==> config.mk <==
export PLATFORM = sky130hd
export DESIGN_NAME = mac_byte_seq
export DESIGN_NICKNAME = d
export VERILOG_FILES = /design/src/rtl/mac_byte_seq.sv
export SDC_FILE = /design/constraint.sdc
export NUM_CORES = 1
export LEC_CHECK = 0
export BUFFER_PORTS_ARGS = -buffer_cell sky130_fd_sc_hd__buf_4
export CAP_MARGIN = 20
export CORE_UTILIZATION = 55
export CTS_CLUSTER_SIZE = 40
export DETAILED_ROUTE_END_ITERATION = 10
export HOLD_SLACK_MARGIN = 0.08
export MAX_ROUTING_LAYER = met4
export PLACE_DENSITY = 0.78
export SYNTH_ARGS = -nofsm -noshare
export SYNTH_HDL_FRONTEND = slang
export SYNTH_SLANG_ARGS = --single-unit
==> constraint.sdc <==
create_clock -name clk -period 12.03 [get_ports clk]
set_input_delay 1.203 -clock clk [delete_from_list [all_inputs] [get_ports clk]]
set_output_delay 1.203 -clock clk [all_outputs]
set_load 0.005 [all_outputs]
==> src/rtl/mac_byte_seq.sv <==
// mac_byte_seq: byte-serial multiply-accumulate sequencer.
// Takes n_terms (X, W) byte pairs over a valid/ready input and sums the
// unsigned products X*W. The final sum is held on a valid/ready output.
// Optional build macro: MAC_SAT_EN. When it is defined, the accumulator
// saturates on overflow. When it is undefined, the accumulator wraps modulo
// 2^ACC_W. ACC_W must be >= 2*DATA_W.
module mac_byte_seq #(
  parameter int unsigned DATA_W = 8,
  parameter int unsigned ACC_W  = 20,
  parameter int unsigned CNT_W  = 4
) (
  input  logic              clk,
  input  logic              rst,
  input  logic              start,
  input  logic [CNT_W-1:0]  n_terms,
  input  logic              in_valid,
  input  logic [DATA_W-1:0] in_data,
  output logic              in_ready,
  output logic              out_valid,
  output logic [ACC_W-1:0]  out_data,
  input  logic              out_ready,
  output logic              busy,
  output logic              ovf
);

  localparam int unsigned PROD_W = 2 * DATA_W;
  localparam int unsigned SUM_W  = ACC_W + 1;

  typedef enum logic [2:0] {
    IDLE = 3'd0,
    LD_X = 3'd1,
    LD_W = 3'd2,
    MAC  = 3'd3,
    DONE = 3'd4
  } state_t;

  state_t            state;
  state_t            state_nxt;

  logic [DATA_W-1:0] x_reg;
  logic [DATA_W-1:0] w_reg;
  logic [CNT_W-1:0]  cnt;
  logic [ACC_W-1:0]  acc;

  logic              in_hs_c;
  logic              out_hs_c;
  logic              last_term_c;
  logic [PROD_W-1:0] prod_c;
  logic [SUM_W-1:0]  sum_c;
  logic              sum_ovf_c;
  logic [ACC_W-1:0]  acc_mac_c;

  // A byte handshake or a result handshake completes on this cycle.
  assign in_hs_c     = in_valid && in_ready;
  assign out_hs_c    = out_valid && out_ready;
  assign last_term_c = (cnt == CNT_W'(1));

  // The product is zero-extended, and the sum keeps one carry bit above
  // the accumulator.
  always_comb begin
    prod_c    = PROD_W'(x_reg) * PROD_W'(w_reg);
    sum_c     = SUM_W'(acc) + SUM_W'(prod_c);
    sum_ovf_c = sum_c[ACC_W];
`ifdef MAC_SAT_EN
    acc_mac_c = sum_ovf_c ? {ACC_W{1'b1}} : sum_c[ACC_W-1:0];
`else
    acc_mac_c = sum_c[ACC_W-1:0];
`endif
  end

  // State register.
  always_ff @(posedge clk) begin
    if (rst) begin
      state <= IDLE;
    end else begin
      state <= state_nxt;
    end
  end

  // Next-state logic. start is honoured only in IDLE.
  always_comb begin
    state_nxt = state;
    case (state)
      IDLE: begin
        if (start) begin
          state_nxt = (n_terms != '0) ? LD_X : DONE;
        end
      end
      LD_X: begin
        if (in_hs_c) begin
          state_nxt = LD_W;
        end
      end
      LD_W: begin
        if (in_hs_c) begin
          state_nxt = MAC;
        end
      end
      MAC: begin
        state_nxt = last_term_c ? DONE : LD_X;
      end
      DONE: begin
        if (out_hs_c) begin
          state_nxt = IDLE;
        end
      end
      default: begin
        state_nxt = IDLE;
      end
    endcase
  end

  // Handshake and status outputs are registered from the next state.
  // They therefore always match the state register.
  always_ff @(posedge clk) begin
    if (rst) begin
      in_ready  <= 1'b0;
      out_valid <= 1'b0;
      busy      <= 1'b0;
    end else begin
      in_ready  <= (state_nxt == LD_X) || (state_nxt == LD_W);
      out_valid <= (state_nxt == DONE);
      busy      <= (state_nxt != IDLE);
    end
  end

  // Datapath: operand capture, accumulation, term count, result and overflow.
  always_ff @(posedge clk) begin
    if (rst) begin
      x_reg    <= '0;
      w_reg    <= '0;
      cnt      <= '0;
      acc      <= '0;
      out_data <= '0;
      ovf      <= 1'b0;
    end else begin
      case (state)
        IDLE: begin
          if (start) begin
            acc <= '0;
            ovf <= 1'b0;
            cnt <= n_terms;
            if (n_terms == '0) begin
              out_data <= '0;
            end
          end
        end
        LD_X: begin
          if (in_hs_c) begin
            x_reg <= in_data;
          end
        end
        LD_W: begin
          if (in_hs_c) begin
            w_reg <= in_data;
          end
        end
        MAC: begin
          acc <= acc_mac_c;
          cnt <= cnt - CNT_W'(1);
          if (sum_ovf_c) begin
            ovf <= 1'b1;
          end
          if (last_term_c) begin
            out_data <= acc_mac_c;
          end
        end
        default: begin
        end
      endcase
    end
  end

endmodule

# Word level (Yosys, flattened, before mapping)
# Index checks and enable logic that the tools add are counted.
op_classes:
  multipliers: 1
  reduce_logical: 13
  eq_ne: 12
  n_mux: 18
  addsub: 2
op_table:
  columns: ["cell", "count"]
  rows:
  - ["20-bit two-way mux", 4]
  - ["20-bit one-hot mux with 2 select lines", 2]
  - ["20-bit by 16-bit adder with 21-bit output", 1]
  - ["3-bit two-way mux", 6]
  - ["8-bit by 8-bit multiplier with 16-bit output", 1]
  - ["3-bit one-hot mux with 5 select lines", 1]
  - ["3-bit by 2-bit equality test with 1-bit output, second input constant", 3]
  - ["2-bit != test, second input constant", 4]
  - ["4-bit one-hot mux with 2 select lines", 1]
  - ["3-bit by 1-bit equality test with 1-bit output, second input constant", 2]
  - ["3-bit equality test, second input constant", 2]
  - ["2-bit AND reduction", 3]
  - ["4-bit by 1-bit equality test with 1-bit output, second input constant", 1]
  - ["4-bit zero test", 1]
  - ["4-bit two-way mux", 1]
  - ["4-bit AND reduction", 1]
  - ["4-bit nonzero test", 1]
  - ["4-bit by 1-bit subtractor with 4-bit output, second input constant", 1]
  - ["3-bit zero test", 1]
  - ["3-bit AND reduction", 1]
  - ["3-bit nonzero test", 1]
  - ["1-bit logical AND", 2]
  - ["1-bit two-way mux", 2]
  - ["1-bit one-hot mux with 2 select lines", 1]
  - ["2 further kinds", 2]
totals:
  input_bits: 17
  reg_bits: 67
  out_inout_bits: 24
  word_cells: 56

# Longest topological paths before layout
# Gate-level depths: netlist (run 1).
logic_depth:
  ltp_word: 6
  mapped_depth: 18
  mapped_depth_nobuf: 16

# Least setup slack after synthesis (run 1)
# Ideal clock, no wire load.
synth_timing:
  kind: "register to register"
  start: "register x_reg[4]"
  end: "register acc[19]"
  arrival_time_ns: 4.299
  slack_ns: 7.601
  setup_ns: 0.130
  path_buffers: 1
  period_less_slack_ns: 4.429
  t_required_ns: 11.900
  path_stages_with_launch: 17
  cell_sequence: "dfxtp_1 -> clkbuf_1 -> nand2_1 -> fa_1 -> inv_1 -> fa_1 -> fa_1 -> inv_1 -> fa_1 -> inv_1 -> ha_1 -> and3_1 -> a221oi_2 -> or3_1 -> and2_4 -> o311ai_4 -> o41ai_2"
synth_via:
  elab_chain_cells: 3
synth_rtl:
  columns: ["item", "line_no", "text"]
  rows:
  - ["start, declared", "40", "logic [DATA_W-1:0] x_reg;"]
  - ["start signal, assigned", "150", "x_reg <= in_data;"]
  - ["8-bit by 8-bit multiplier with 16-bit output", "61", "prod_c = PROD_W'(x_reg) * PROD_W'(w_reg);"]
  - ["20-bit by 16-bit adder with 21-bit output", "62", "sum_c = SUM_W'(acc) + SUM_W'(prod_c);"]
  - ["20-bit one-hot mux with 2 select lines", "137", "case (state)"]
  - ["end signal, assigned", "159", "acc <= acc_mac_c;"]
  - ["end, declared", "43", "logic [ACC_W-1:0] acc;"]
# Every way passes these cells.
# A chain may end at the register's enable or synchronous reset.

# Final worst setup path (run 1)
layout_timing:
  start: "register w_reg[4]"
  end: "register acc[19]"
layout_via:
  elab_chain_cells: 3
layout_rtl:
  columns: ["item", "line_no", "text"]
  rows:
  - ["start, declared", "41", "logic [DATA_W-1:0] w_reg;"]
  - ["start signal, assigned", "155", "w_reg <= in_data;"]
  - ["8-bit by 8-bit multiplier with 16-bit output", "61", null]
  - ["20-bit by 16-bit adder with 21-bit output", "62", null]
  - ["20-bit one-hot mux with 2 select lines", "137", null]
# Every way passes these cells.

==> metrics.yaml, run 1 <==
pwr:
  powerDensity_nw_per_um2: 80.3
  seqPwrFrac: 0.487
  swShare: 0.248
  clkPwrFrac: 0.451
  vdd_drop_max_uv: 80.5
  internal_power_mw: 0.355
  leakage_nw: 2.79
  comb_power_share: 0.062
  p_switching_mw: 0.117
yosys:
  yosysSeqAreaShare: 0.255
  synth_area_leaders: "dfxtp_1 (25%), fa_1 (19%), ha_1 (10%)"
  synth_nets: 707
  synth_top_area_share: 0.255
  synth_flop_cell: "dfxtp_1"
  avgSynthCellArea_um2: 8.83
  synth_largest_area_cell: "dfxtp_1"
  syn_area_um2: 5270
  synth_cell_types: 50
  ys_async_sr_fraction: 0
  ys_seq_elements: 67
  syn-instance-count: 597
  ys_warn_count: 0
  synth_edf_count: 0
placed_design:
  gp_congestion: 0.873
  hpwl_um: 8850
  io_buffer_count: 40
floorplanning:
  fp.dieW_um: 99.9
  die-area_um2: 9980
  core-area_um2: 9240
  initial_core_util: 0.570
  die_h_um: 99.9
  num_io_pins: 41
  fp-row-count: 35
layout:
  diodes: 0
  final_nets: 735
  fin_util: 0.636
  reg_top3: "acc x20, out_data x20"
  layout_commonest_cell: "inv_1"
  syn_to_final_growth_pct: 11.6
  layout-drive-gt1-share: 0.113
  mostFrequentLayoutCells: "inv_1 (98), dfxtp_1 (67), nand2_1 (54)"
critical_path:
  crit_chain: "nand2_1 > fa_1 > inv_1 > fa_1 > fa_1 > inv_1 > fa_1 > inv_1 > ha_1 > and3_1 > a221oi_2 > or3_1 > and2_4 > o311ai_4 > o41ai_2"
  end_kind: "register"
  cp.required_ns: 12.25
  crit_path_frequent_cell: "fa_1"
  arrival_ns: 4.91
  crit_path_max_fanout: 9
  critPathTopFamily: "adder cells"
  max_stage_delay_ns: 0.55
  critPathBufInv: 3
  slowest_stage: "fa_1"
  startpoint_type: "register"
  criticalPathCategory: "register to register"
run_status:
  status: "finished clean"
route:
  wirelength_um: 11300
  drt.antenna.violating_nets: 0
  vias: 4172
  wire_per_inst_um: 14.9
  drt_iter0_markers: 223
  drc: 0
  viasPerCell: 5.50
  drt_pass1_iterations: 5
clock_network:
  cts-root-buf: "clkbuf_8"
  cts_hold_buf: 0
  clk_pin_slew_ns: 0.08
  cts_resized: 0
  cts_tree: "yes"
  clock_sinks: 67
  clk_latency_ns: 0.35
  cts_buffers: 9
  cts_buffer_depth: 2
  post_cts_buffers: 0
  htree_num_levels: 3
sta:
  max_freq_mhz: 213
  final_hold_viol_count: 0
  clock-skew-final_ns: 0.0157
  min_period_ns: 4.69
  rsz0062_at_grt: "no"
  drv_slew: 0
  fin_tns_setup_ns: 0
  worst_pin_slew_ns: 1.01
  max-slew-margin-rel: 0.323
  fin_crit_sh: 0.390
  fin_hold_ws_ns: 0.453
  final-setup-viol-count: 0
global_route:
  grt_start_max_net_pins: 53
  grt_pass1_vias: 4090
  grt_use_total: 0.254
  antenna_found_initial: 0
  grt_overflow: 0
  grt_pass1_wl_um: 19400
run:
  maxCapViolCount: 0
hold_path:
  worstHoldPathType: "register to register"
Yosys cell counts, drive strengths merged, types with 11 or more instances:
cell,instances
dfxtp,67
nand3,11
clkbuf,18
nand2,54
o21ai,12
and2,36
fa,50
mux2i,16
a22o,17
nor2,52
inv,98
a21oi,26
ha,43
cells by family (layout without fill, tap and decap cells):
| group | Yosys count | in the layout | share of synthesized area |
|---|---|---|---|
| xor gates and xnor gates | 13 | 13 | 0.0216 |
| adders and majority gates | 93 | 93 | 0.292 |
| buffers and inverters | 124 | 157 | 0.0902 |
| DFF | 67 | 67 | 0.255 |
| AOI/OAI and AO/OA | 98 | 98 | 0.137 |
| and+or+nand+nor | 186 | 186 | 0.174 |
| muxes | 16 | 16 | 0.0304 |
path summary, 6_finish.rpt:
check	cells after the start	end	slack, ns	start
hold reg to reg	2	ovf	0.45	ovf
setup reg to reg	15	acc[19]	7.34	w_reg[4]
hold / removal	2	ovf	0.45	ovf
setup / recovery	15	acc[19]	7.34	w_reg[4]
metrics by stage:
stage	area (um2)	power [mW]	std cells	setup slack, ns
final	5880	0.472	759	7.34
after global routing	5880	0.488	759	7.09
after CTS	5880	0.475	759	7.32
after detailed placement	5660	0.264	743	7.37
after global placement	5660	0.263	743	7.45
after floorplan	5270	0.252	597	7.60
worst min-delay path: stages, from the launching register on:
cell	delay, ns
dfxtp_1	0.31
nand2_1	0.05
a21oi_1	0.05
per-layer routing:
layer | vias to the layer above | track usage | part of all wire
met5 | - | - | 0
met1 | 2047 | 0.323 | 0.44
li1 | 2019 | - | -
met2 | 98 | 0.423 | 0.51
met3 | 8 | 0.0411 | 0.038
met4 | 0 | 0.0645 | 0.011
final cells by class:
class | count | area [um2]
tap | 129 | 161
fill | 800 | 3360
multi-input combinational | 406 | 3460
clock inverter | 7 | 98.8
inverter | 98 | 368
clock buffer | 9 | 124
sequential | 67 | 1340
timing repair buffer | 43 | 323
power groups by stage:
stage | clock network [mW] | registers (mW) | logic, mW
floorplan | 0 | 0.232 | 0.0195
global placement | 0 | 0.234 | 0.0283
detailed placement | 0 | 0.235 | 0.0294
CTS | 0.216 | 0.229 | 0.0295
global route | 0.226 | 0.230 | 0.0323
finish | 0.213 | 0.230 | 0.0294
Note: power is estimated with default switching activity, not from simulation.
==> run 2: changes to the inputs <==
- ABC_AREA: not set -> 1
- clock period: 12.03 -> 4.36 ns (I/O delays scaled with it)
==> metrics.yaml, run 2 <==
yosys:
  yosys-top-cells-count: "nand2_1 (204), inv_1 (186), dfxtp_1 (67)"
  synth_flop_cell: "dfxtp_1"
  synth_top_area_share: 0.241  # -0.0140
  yosysSeqAreaShare: 0.241  # -0.0140
  ys_seq_elements: 67  # unchanged
  synth_largest_area_cell: "dfxtp_1"
  synth_edf_count: 0  # unchanged
  ys_warn_count: 0  # unchanged
  ys_async_sr_fraction: 0  # unchanged
  syn_area_um2: 5580  # +5.8%
  avgSynthCellArea_um2: 7.09  # -20%
  syn-instance-count: 786  # +32%
  synth_nets: 896  # +27%
  synth_cell_types: 33  # -34%
  synth_area_leaders: "dfxtp_1 (24%), fa_1 (18%), nand2_1 (14%)"
  yosysMostFrequentCell: "nand2_1"
pwr:
  leakage_nw: 3.43  # +23%
  p_switching_mw: 0.371  # +220%
  powerDensity_nw_per_um2: 217  # +170%
  comb_power_share: 0.079  # +0.017
  swShare: 0.272  # +0.0243
  vdd_drop_max_uv: 239  # +200%
  power_mw: 1.37  # +190%
  seqPwrFrac: 0.469  # -0.018
  clkPwrFrac: 0.452  # about the same
  internal_power_mw: 0.994  # +180%
placed_design:
  place_inst: 939  # +26%
  hpwl_um: 10400  # +18%
  gp_congestion: 0.942  # +7.8%
  placed_cell_area_um2: 5970  # +5.5%
  io_buffer_count: 40  # unchanged
  pre_cts_ws_ns: -0.0133  # -7.38 ns
floorplanning:
  core-area_um2: 9820  # +6.3%
  num_io_pins: 41  # unchanged
  die-area_um2: 10500  # +5.7%
  fp-row-count: 36  # +2.9%
  fp.dieW_um: 103  # +2.8%
  initial_core_util: 0.568  # -0.00242
  die_h_um: 103  # +2.8%
layout:
  syn_to_final_growth_pct: 12.8
  layout-drive-gt1-share: 0.136  # +0.0236
  finalInstanceArea_um2: 6290  # +7.0%
  diodes: 0  # unchanged
  layout_commonest_cell: "nand2_1"
  reg_top3: "acc x20, out_data x20"
  final_cells: 955  # +26%
  fill_cells: 904  # +13%
  final_nets: 927  # +26%
  mostFrequentLayoutCells: "nand2_1 (202), inv_1 (186), a21oi_1 (60)"
global_route:
  grt_use_total: 0.289  # +0.0350
  grt_pass1_wl_um: 22300  # +15%
  grt_overflow: 0  # unchanged
  antenna_found_initial: 0  # unchanged
  grt_pass1_vias: 4610  # +13%
  grt_start_max_net_pins: 44  # -17%
route:
  viasPerCell: 5.13  # -6.7%
  vias: 4897  # +17%
  drt.antenna.violating_nets: 0  # unchanged
  drc: 0  # unchanged
  wire_per_inst_um: 14.4  # -3.6%
  drt_pass1_iterations: 5  # unchanged
  wirelength_um: 13700  # +21%
  drt_iter0_markers: 317  # +42%
sta:
  fin_tns_setup_ns: 0  # unchanged
  setup_ws_ns: 0.166  # -7.17 ns
  drv_slew: 0  # unchanged
  fin_crit_sh: 0.962  # +0.572
  max-slew-margin-rel: 0.432  # +0.110
  final_hold_viol_count: 0  # unchanged
  max_freq_mhz: 238  # +12%
  min_period_ns: 4.19  # -0.500 ns
  final-setup-viol-count: 0  # unchanged
  clock-skew-final_ns: 0.0139  # -0.00178 ns
  worst_pin_slew_ns: 0.850  # -0.161 ns
critical_path:
  criticalPathCategory: "register to register"
  arrival_ns: 4.42  # -0.49 ns
  cp.required_ns: 4.59  # -7.66 ns
  end_kind: "register"
  crit_path_max_fanout: 9  # unchanged
  startpoint_type: "register"
clock_network:
  cts_tree: "yes"
  cts_buffer_depth: 2  # unchanged
  htree_num_levels: 3  # unchanged
  cts_hold_buf: 0  # unchanged
  cts_buffers: 9  # unchanged
  cts-root-buf: "clkbuf_8"
  clock_sinks: 67  # unchanged
  post_cts_buffers: 0  # unchanged
  clk_pin_slew_ns: 0.08  # about the same
  clk_latency_ns: 0.38  # +0.03 ns
run_status:
  status: "finished clean"
hold_path:
  worstHoldPathType: "input pin to register"
run:
  maxCapViolCount: 0  # unchanged
[run 2: changes by cell type after synthesis, moves of 17 or more]
| cell | previous run | this run |
|---|---|---|
| nand3_1 | 11 | 33 |
| a22o_1 | 17 | 0 |
| a21oi_1 | 25 | 61 |
| inv_1 | 98 | 186 |
| and2_1 | 35 | 0 |
| nand2_1 | 54 | 204 |
[run 2: kinds of logic (layout without fill, tap and decap cells)]
logic type                 Yosys count  after routing  synth area share
and+or+nand+nor                    300            300             0.226
buffers and inverters              224            260             0.159
AOI/OAI and AO/OA                  101            101            0.0974
adders and majority gates           93             93             0.276
DFF                                 67             67             0.241
xor gates and xnor gates             1              1           0.00157
[run 2: final cells by class]
class                   instances  area [um2]  area share
clock buffers                  10         128      0.0203
well taps                     133         166      0.0265
flip-flops and latches         67        1380       0.219
clock inverters                 6        95.1      0.0151
multi-input cells             495        3410       0.543
repair buffers                 52         390      0.0621
inverters                     192         722       0.115
[run 2: metrics by stage]
step                      hold WS [ns]  utilization
final                            0.329        0.641
after global routing             0.345        0.641
after CTS                        0.331        0.631
after detailed placement         0.454        0.608
after global placement           0.450        0.608
after floorplan                  0.439            -
[run 2: path summary, 6_finish.rpt]
| check | depth (start not counted) | slack [ns] | from | end |
|---|---|---|---|---|
| worst min register to register | 2 | 0.47 | acc[3] | acc[3] |
| worst max-delay path | 15 | 0.17 | x_reg[5] | out_data[11] |
| worst min-delay path | 3 | 0.33 | in_data[0] | x_reg[0] |
| worst max register to register | 15 | 0.17 | x_reg[5] | out_data[11] |
[run 2: power groups by stage]
stage               combinational (mW)  sequential (mW)  clock (mW)
floorplan                       0.0707            0.650           0
global placement                 0.103            0.656           0
detailed placement               0.106            0.657           0
CTS                              0.107            0.643       0.617
global route                     0.119            0.642       0.643
finish                           0.107            0.641       0.617
[run 2: worst max-delay path, cell delays in order (launching register included)]
cell and delay, ns:
dfxtp_4 0.41, nand2_1 0.09, fa_1 0.52, inv_1 0.06, fa_1 0.50, inv_1 0.05
fa_1 0.49, fa_1 0.55, inv_1 0.05, ha_1 0.32, or2_2 0.34, nand3_1 0.11
nand2_2 0.10, or2_2 0.29, nand3_1 0.10, a21oi_1 0.08
[run 2: per-layer routing]
| layer | up-vias | share of wire | track usage | routed length (um) |
|---|---|---|---|---|
| met3 | 18 | 0.061 | 0.0434 | 845 |
| met5 | - | 0 | - | 0 |
| met1 | 2302 | 0.45 | 0.385 | 6210 |
| met4 | 0 | 0.014 | 0.0824 | 198 |
| met2 | 162 | 0.47 | 0.455 | 6490 |
| li1 | 2415 | - | - | - |
[run 2: timing repair]
action | in CTS | in global routing
gates resized for setup | 4 | 25
cloned | 0 | 0
pin swaps | 0 | 2
endpoints found under the setup margin | 5 | 25
